$ cat src/rtl/vector_lane_alu_seq_if.sv
// rtl/vector_lane_alu_seq_if.sv - issue/result bundle between operand fetch, vector execute and writeback
interface vector_lane_alu_seq_if #(
  parameter int N = 16
);
  logic                  start;
  logic [2:0]            op;
  logic                  use_imm;
  logic [15:0][N-1:0]    src_a;
  logic [15:0][N-1:0]    src_b;
  logic [15:0][N-1:0]    imm_ext;
  logic                  busy;
  logic                  done;
  logic [15:0][N-1:0]    result;

  modport master (
    output start, op, use_imm, src_a, src_b, imm_ext,
    input  busy, done, result
  );

  modport slave (
    input  start, op, use_imm, src_a, src_b, imm_ext,
    output busy, done, result
  );
endinterface

$ cat src/rtl/vector_lane_alu_seq.sv
// rtl/vector_lane_alu_seq.sv - multi-cycle 16-lane vector ALU sharing LPB lane ALUs across beats
module vector_lane_alu_seq #(
  parameter int N   = 16,
  parameter int LPB = 4
) (
  input logic                    clk,
  input logic                    rst_n,
  vector_lane_alu_seq_if.slave   bus
);
  localparam int NBEATS = 16 / LPB;
  localparam int BW     = (NBEATS > 1) ? $clog2(NBEATS) : 1;

  typedef enum logic [1:0] {IDLE, EXEC, DONE} state_t;

  state_t                state;
  logic [BW-1:0]         beat;
  logic [2:0]            op_q;
  logic [15:0][N-1:0]    a_q;
  logic [15:0][N-1:0]    b_q;
  logic [15:0][N-1:0]    staging;
  logic [15:0][N-1:0]    nxt;
  logic [15:0][N-1:0]    result_q;
  logic                  busy_q;
  logic                  done_q;
  logic [3:0]            idx;
  logic                  last_beat;

  function automatic logic [N-1:0] lane_op(input logic [2:0] o,
                                           input logic [N-1:0] a,
                                           input logic [N-1:0] b);
    case (o)
      3'b000:  lane_op = a + b;
      3'b001:  lane_op = a - b;
      3'b010:  lane_op = a & b;
      3'b011:  lane_op = a | b;
      3'b100:  lane_op = a ^ b;
      3'b101:  lane_op = a << b[3:0];
      3'b110:  lane_op = a >> b[3:0];
      default: lane_op = b;
    endcase
  endfunction

  assign last_beat = (beat == BW'(NBEATS - 1));

  // The LPB ALUs are steered onto the lanes of the current beat; other lanes keep staged values.
  always_comb begin
    nxt = staging;
    idx = '0;
    for (int l = 0; l < LPB; l++) begin
      idx      = 4'(int'(beat) * LPB + l);
      nxt[idx] = lane_op(op_q, a_q[idx], b_q[idx]);
    end
  end

  always_ff @(posedge clk or negedge rst_n) begin
    if (!rst_n) begin
      state    <= IDLE;
      beat     <= '0;
      op_q     <= '0;
      a_q      <= '0;
      b_q      <= '0;
      staging  <= '0;
      result_q <= '0;
      busy_q   <= 1'b0;
      done_q   <= 1'b0;
    end else begin
      case (state)
        IDLE, DONE: begin
          done_q <= 1'b0;
          if (bus.start) begin
            a_q    <= bus.src_a;
            b_q    <= bus.use_imm ? bus.imm_ext : bus.src_b;
            op_q   <= bus.op;
            beat   <= '0;
            busy_q <= 1'b1;
            state  <= EXEC;
          end else begin
            state  <= IDLE;
          end
        end
        EXEC: begin
          staging <= nxt;
          if (last_beat) begin
            result_q <= nxt;
            beat     <= '0;
            busy_q   <= 1'b0;
            done_q   <= 1'b1;
            state    <= DONE;
          end else begin
            beat     <= beat + 1'b1;
          end
        end
        default: begin
          state  <= IDLE;
          busy_q <= 1'b0;
          done_q <= 1'b0;
        end
      endcase
    end
  end

  assign bus.busy   = busy_q;
  assign bus.done   = done_q;
  assign bus.result = result_q;
endmodule

$ cat src/flat_wrapper.sv
// flat-port wrapper written by rule: the top's interface ports become plain ports
module vector_lane_alu_seq_flat 
#(
  parameter int N   = 16,
  parameter int LPB = 4
)
  (clk, rst_n, bus_start, bus_op, bus_use_imm, bus_src_a, bus_src_b, bus_imm_ext, bus_busy, bus_done, bus_result);
  vector_lane_alu_seq_if #(.N(N)) bus_i ();
  input logic clk;
  input logic rst_n;
  input wire logic [$bits(bus_i.start)-1:0] bus_start;
  input wire logic [$bits(bus_i.op)-1:0] bus_op;
  input wire logic [$bits(bus_i.use_imm)-1:0] bus_use_imm;
  input wire logic [$bits(bus_i.src_a)-1:0] bus_src_a;
  input wire logic [$bits(bus_i.src_b)-1:0] bus_src_b;
  input wire logic [$bits(bus_i.imm_ext)-1:0] bus_imm_ext;
  output wire logic [$bits(bus_i.busy)-1:0] bus_busy;
  output wire logic [$bits(bus_i.done)-1:0] bus_done;
  output wire logic [$bits(bus_i.result)-1:0] bus_result;
  assign bus_i.start = bus_start;
  assign bus_i.op = bus_op;
  assign bus_i.use_imm = bus_use_imm;
  assign bus_i.src_a = bus_src_a;
  assign bus_i.src_b = bus_src_b;
  assign bus_i.imm_ext = bus_imm_ext;
  assign bus_busy = bus_i.busy;
  assign bus_done = bus_i.done;
  assign bus_result = bus_i.result;
  vector_lane_alu_seq #(.N(N), .LPB(LPB)) u_core (.clk(clk), .rst_n(rst_n), .bus(bus_i));
endmodule
$ cat config.mk
export PLATFORM = sky130hd
export DESIGN_NAME = vector_lane_alu_seq_flat
export DESIGN_NICKNAME = d
export VERILOG_FILES = /design/src/rtl/vector_lane_alu_seq_if.sv /design/src/rtl/vector_lane_alu_seq.sv /design/src/flat_wrapper.sv
export SDC_FILE = /design/constraint.sdc
export NUM_CORES = 2
export LEC_CHECK = 0
export ABC_CLOCK_PERIOD_IN_PS = 12700
export BUFFER_PORTS_ARGS = -buffer_cell sky130_fd_sc_hd__buf_4
export CAP_MARGIN = 20
export CORE_AREA = 2 2 400 402
export DETAILED_ROUTE_END_ITERATION = 8
export DIE_AREA = 0 0 402 404
export PLACE_DENSITY = 0.66
export SYNTH_ARGS = -nofsm -noshare
export SYNTH_HDL_FRONTEND = slang
export SYNTH_SLANG_ARGS = --single-unit
$ cat constraint.sdc
create_clock -name clk -period 12.7 [get_ports clk]
set_input_delay 3.175 -clock clk [delete_from_list [all_inputs] [get_ports clk]]
set_output_delay 3.175 -clock clk [all_outputs]
set_load 0.02 [all_outputs]
### After elaboration in Yosys (flattened, before gate mapping)

Cells that the tools add are included.

* input port bits: 775
* bits in registers: 1033
* output and inout port bits: 258
* logic and storage cells: 176

* equal/unequal tests: 11
* shift-type cells: 8
* bitwise operators: 12
* $add $sub $neg: 12
* reduce and logical (&&, ||, !) cells: 12
* muxes and demuxes: 44
* $lt $le $gt $ge: 8

Operators with widths (count)
* 256-bit bitwise mux: 4
* 16-bit one-hot mux with 7 select lines: 4
* 16-bit binary-select mux with 4-bit select: 6
* 256-bit 2-to-1 mux: 1
* 16-bit demux with 4-bit select: 3
* 16-bit 2-to-1 mux: 12
* 16-bit adder: 4
* 16-bit AND: 4
* 16-bit binary-select mux with 2-bit select: 2
* 16-bit OR: 4
* 16-bit by 4-bit left shift with 16-bit output: 4
* 16-bit by 4-bit right shift with 16-bit output: 4
* 16-bit subtractor: 4
* 16-bit bitwise XOR: 4
* 16-bit demux with 2-bit select: 1
* 4-bit by 5-bit less-than comparator with 1-bit output, second input constant: 4
* 4-bit by 1-bit greater-or-equal comparator with 1-bit output, second input constant: 4
* 3-bit == test, second input constant: 3
* 4-bit by 2-bit adder with 4-bit output, second input constant: 2
* 2-bit one-hot mux with 2 select lines: 2
* 2-bit AND reduction: 4
* 3-bit by 2-bit == test with 1-bit output, second input constant: 2
* 2-bit 2-to-1 mux: 3
* 1-bit 2-to-1 mux: 5
* 13 further kinds: 17

### Depth between registers and ports, before layout

* depth after elaboration: 8
* depth in mapped cells: 20
* gate-level depth less buffers: 17

### Least setup slack after synthesis

No wires, ideal clock.

* path type: in2reg
* start point: input bus_start
* end point: register u_core.state[0]
* path slack: 7.856 ns
* data required time: 12.557 ns
* library setup time: 0.143 ns
* buffers on the path: 5
* arrival time: 4.701 ns
* stages: 7
* cell sequence: nand2b_1 -> clkbuf_1 -> clkbuf_1 -> clkbuf_1 -> clkbuf_1 -> clkbuf_1 -> o21ai_0

* longest elaborated chain between the ends: 2

Ends and longest elaborated chain
* from (decl): line flat_wrapper.sv:11 `input wire logic [$bits(bus_i.start)-1:0] bus_start;`
* 1-bit 2-to-1 mux: line vector_lane_alu_seq.sv:70 `if (bus.start) begin`
* 2-bit one-hot mux with 2 select lines: line vector_lane_alu_seq.sv:67 `case (state)`
* to (signal assigned): line vector_lane_alu_seq.sv:76 `state <= EXEC;`
* to (signal assigned): line vector_lane_alu_seq.sv:78 `state <= IDLE;`
* to (signal assigned): line vector_lane_alu_seq.sv:88 `state <= DONE;`
* to (decl): line vector_lane_alu_seq.sv:15 `state_t state;`

Every way passes these cells.
A chain may end at the register's enable or synchronous reset.

### Worst setup path in the final report

* start point: register u_core.beat[1]
* end point: register u_core.result_q (netlist bit u_core.bus.result[89])

* longest elaborated chain between the ends: 8
* elaborated cells on any way between the ends: 72
* classes of those cells: add/sub: 11; order compare: 6; eq/ne: 1; shift: 8; mux: 30; bitwise: 12; reduce/logical: 4

Ends and longest elaborated chain
* from (decl): line vector_lane_alu_seq.sv:16 `logic [BW-1:0] beat;`
* from (signal assigned): line vector_lane_alu_seq.sv:90 `beat <= beat + 1'b1;`
* 4-bit by 1-bit adder with 4-bit output or 16-bit binary-select mux with 2-bit select (tied branches): line vector_lane_alu_seq.sv:50, vector_lane_alu_seq.sv:51
* 16-bit binary-select mux with 4-bit select (tied with other cells): line vector_lane_alu_seq.sv:51 `nxt[idx] = lane_op(op_q, a_q[idx], b_q[idx]);`
* 16-bit 2-to-1 mux (implied by the code) (tied with other cells): line vector_lane_alu_seq.sv:51
* 16-bit subtractor (tied with other cells): line vector_lane_alu_seq.sv:33 `3'b001: lane_op = a - b;`
* 16-bit one-hot mux with 7 select lines (tied with other cells): line vector_lane_alu_seq.sv:31 `case (o)`
* 256-bit bitwise mux (3 in a row): line vector_lane_alu_seq.sv:51
* to (signal assigned): line vector_lane_alu_seq.sv:84 `result_q <= nxt;`
* to (decl): line vector_lane_alu_seq.sv:22 `logic [15:0][N-1:0] result_q;`

Parallel ways exist; a longest one is shown, timed or not. The select of a mux whose other input is x is not followed.

==> impl_metrics.ini <==
[setup_path]
endpoint_kind = flip-flop
cp_common_cell = buf_4
path_max_fanout = 50
arrival_ns = 7.18
cp_num_buf_inv = 5
critPathKind = flip-flop to flip-flop
startpoint = u_core.beat[1]$_DFFE_PN0P_
reg2regPathDepth = 18
reg2reg_from = u_core.beat[1]$_DFFE_PN0P_
startpoint_type = flip-flop
r2r_setup_slack_ns = 6.15
cpPeakStageDelay_ns = 0.77
critical-path-slowest-cell = buf_4
crit_chain = buf_4, buf_4, mux4_2, buf_4, inv_2, ha_1, nand2_1, o21ai_0, xnor2_1, ha_1, a2111o_1, o211a_1, o21a_1, or4_1, a32oi_1, buf_4, mux2i_1, o21ai_0
cpLargestDelayFamily = buffers and inverters
r2r-end = u_core.bus.result[89]$_DFFE_PN0P_
worstPathRequired_ns = 13.33

[synthesis]
synth_ff_type = dfrtp_1
syn_nets = 6469
synthCells = 5490
synth.avg_cell_area_um2 = 10.18
synth-edff-count = 0
synthArstFlopShare_pct = 100.0
syn_area_mm2 = 0.05589
yosys_warnings = 0
ys_ff_latch = 968
synth_cell_types = 92
seq_area_frac_synth_pct = 43.34

[cells_and_area]
drive_gt1_share_pct = 29.05
final_core_util_pct = 43.79
final_cells = 8490
fin_nets = 7280
area_delta_synth_final_pct = 23.66

[timing]
setup_viol = 0
finClkSkew_ns = 0.03913
setup_ws_ns = 6.148
hold_viol_final = 0
period_share_pct = 51.59
slew_headroom_pct = 20.17
fin_setup_tns_ns = 0
tightest_slew_ns = 1.197
fmax_mhz = 152.6
rsz0062_at_grt = no
finalCriticalPeriod_ns = 6.552
slew_viol_final = 0

[floorplan]
dieArea_mm2 = 0.1624
fp.coreArea_mm2 = 0.1578
die_y_um = 404
start_util_pct = 35.41
die_w_um = 402
ioPinCount = 1033
rows = 146

[detailed_routing]
routed.top_layer = met5
antenna_left = 0
drt_iter0_drc = 4909
wl_met2_um = 109700
dr_wl_met3_um = 17880
drc = 0
drt_pass1_iterations = 6
drt-vias-per-instance = 5.651
wl_met1_um = 101200
vias = 47980
routed_wirelength_um = 239700
wl_per_cell_um = 28.23

[cts]
cts_buffer_depth = 3
clk_pin_slew_ns = 0.06
cts_max_level = 3
clkLatencyLatePin_ns = 0.75
postCtsResizedCells = 0
cts_num_sinks = 968
root_buffer = clkbuf_16
ctsHoldBuffers = 0
cts_tree = built
cts_buffers = 106
post_cts_buffers = 0

[global_routing]
antenna_found_initial = 45
grt_pass1_vias = 46760
grt_overflow = 0
grt_pass1_wl_um = 338900
grt_start_max_net_pins = 239
grt_usage_pct = 28.62

[min_path]
min-delay-start = u_core.staging[56]$_DFFE_PN0P_
hold_depth = 2
holdPathEnd = u_core.staging[56]$_DFFE_PN0P_
hp-class = flip-flop to flip-flop

[run_status]
outcome = completed

[run]
cap_viol_max_count = 0

[placed_design]
dp_slack_ns = 6.154
port_buffers = 1032
place.gp.congestion = 1.002
hpwl_um = 182000
placedCellCount = 8263
-- cell families (layout without fill, tap and decap cells) --
logic type,count (synthesis),after routing,synth area share (%)
compound gates,1447,1447,15.41
simple gates,1284,1284,10.52
flops,968,968,43.34
buf+inv,562,1460,4.132
mux,935,935,20.55
xor+xnor,90,90,1.424
other cells,0,30,0
fa+ha+maj,204,204,4.620
-- per-stage QoR --
step | hold WS, ns | instance area, um2
2_1_floorplan | 0.4419 | 55890
3_3_place_gp | 0.4530 | 65340
3_5_place_dp | 0.4621 | 65350
4_1_cts | 0.4752 | 69020
5_1_grt | 0.4881 | 69110
6_report | 0.4720 | 69110
-- final cells by class --
cell class,instances,area (um2)
timing repair buffer,1115,8508
clock buffer,152,3108
tap,2072,2592
antenna,30,75.07
fill,15090,88720
multi-input combinational,3960,29480
clock inverter,43,555.5
sequential,968,24230
inverter,150,563.0
-- cells in the mapped netlist, types with 14 or more instances --
| cell type | n | share of area [%] |
|---|---|---|
| nor2b_1 | 14 | 0.16 |
| nand2_1 | 747 | 5.0 |
| ha_1 | 200 | 4.5 |
| a21o_1 | 49 | 0.66 |
| mux2i_1 | 433 | 7.8 |
| xnor2_1 | 76 | 1.2 |
| mux4_2 | 133 | 5.4 |
| buf_2 | 52 | 0.47 |
| buf_1 | 39 | 0.26 |
| a21oi_1 | 311 | 2.8 |
| nor2_1 | 164 | 1.1 |
| o22ai_1 | 23 | 0.26 |
| nand2b_1 | 30 | 0.34 |
| a211oi_1 | 47 | 0.63 |
| a31oi_1 | 44 | 0.49 |
| nor3b_1 | 136 | 1.8 |
| or3_1 | 32 | 0.36 |
| nor3_1 | 29 | 0.26 |
| and3_1 | 14 | 0.16 |
| mux2_2 | 366 | 7.4 |
| a221oi_1 | 28 | 0.44 |
| o21a_1 | 18 | 0.24 |
| o21ai_0 | 650 | 5.8 |
| o211ai_1 | 28 | 0.38 |
| o31ai_1 | 16 | 0.21 |
| dfrtp_1 | 968 | 43 |
| inv_1 | 143 | 0.96 |
| o21ai_1 | 66 | 0.59 |
| clkbuf_1 | 298 | 2.0 |
| a22oi_1 | 17 | 0.23 |
| nand3_1 | 69 | 0.62 |
-- sequential cells by signal (all words and copies together) (netlist names) --
signal,count
u_core.a_q,256
u_core.b_q,256
u_core.bus.result,256
u_core.staging,192
u_core.op_q,3
u_core.beat,2
u_core.state,2
u_core.bus.busy,1
-- worst max path at each step --
stage | end | slack, ns | depth (start not counted)
global placement | u_core.bus.result[185]$_DFFE_PN0P_ | 6.16 | 18
CTS | u_core.bus.result[185]$_DFFE_PN0P_ | 6.08 | 18
detailed placement | u_core.bus.result[185]$_DFFE_PN0P_ | 6.15 | 18
floorplan | u_core.state[0]$_DFFE_PN0P_ | 7.86 | 7
global route | u_core.bus.result[185]$_DFFE_PN0P_ | 5.77 | 18
finish | u_core.bus.result[89]$_DFFE_PN0P_ | 6.15 | 18
-- layout by cell type, fill, tap and decap left out, types with 67 or more instances in the layout --
cell type / n
mux2i_1: 433
a21oi_1: 311
mux4_2: 133
o21ai_0: 649
inv_1: 143
nor3b_1: 136
ha_1: 197
nor2_1: 161
nand3_1: 68
o21ai_1: 67
xnor2_1: 76
clkbuf_16: 108
buf_4: 1101
mux2_2: 366
dfrtp_1: 964
nand2_1: 741
-- layer usage --
metal | global-route usage [%] | vias to the layer above
li1 | - | 21440
met4 | 13.50 | 8
met3 | 5.023 | 389
met5 | 0 | -
met2 | 44.44 | 2165
met1 | 38.79 | 23980
-- worst register-to-register path, cell delays in order, from the launching register on --
cell and delay (ns):
dfrtp_4 0.46, buf_4 0.57, buf_4 0.80, mux4_2 0.43, buf_4 0.26, inv_2 0.49, ha_1 0.28, nand2_1 0.12
o21ai_0 0.24, xnor2_1 0.10, ha_1 0.38, a2111o_1 0.47, o211a_1 0.28, o21a_1 0.20, or4_1 0.40, a32oi_1 0.42
buf_4 0.26, mux2i_1 0.09, o21ai_0 0.19
Power is left out: the tool's default activity adds up to more than one toggle a clock period on the data nets, which glitch-free logic cannot reach.
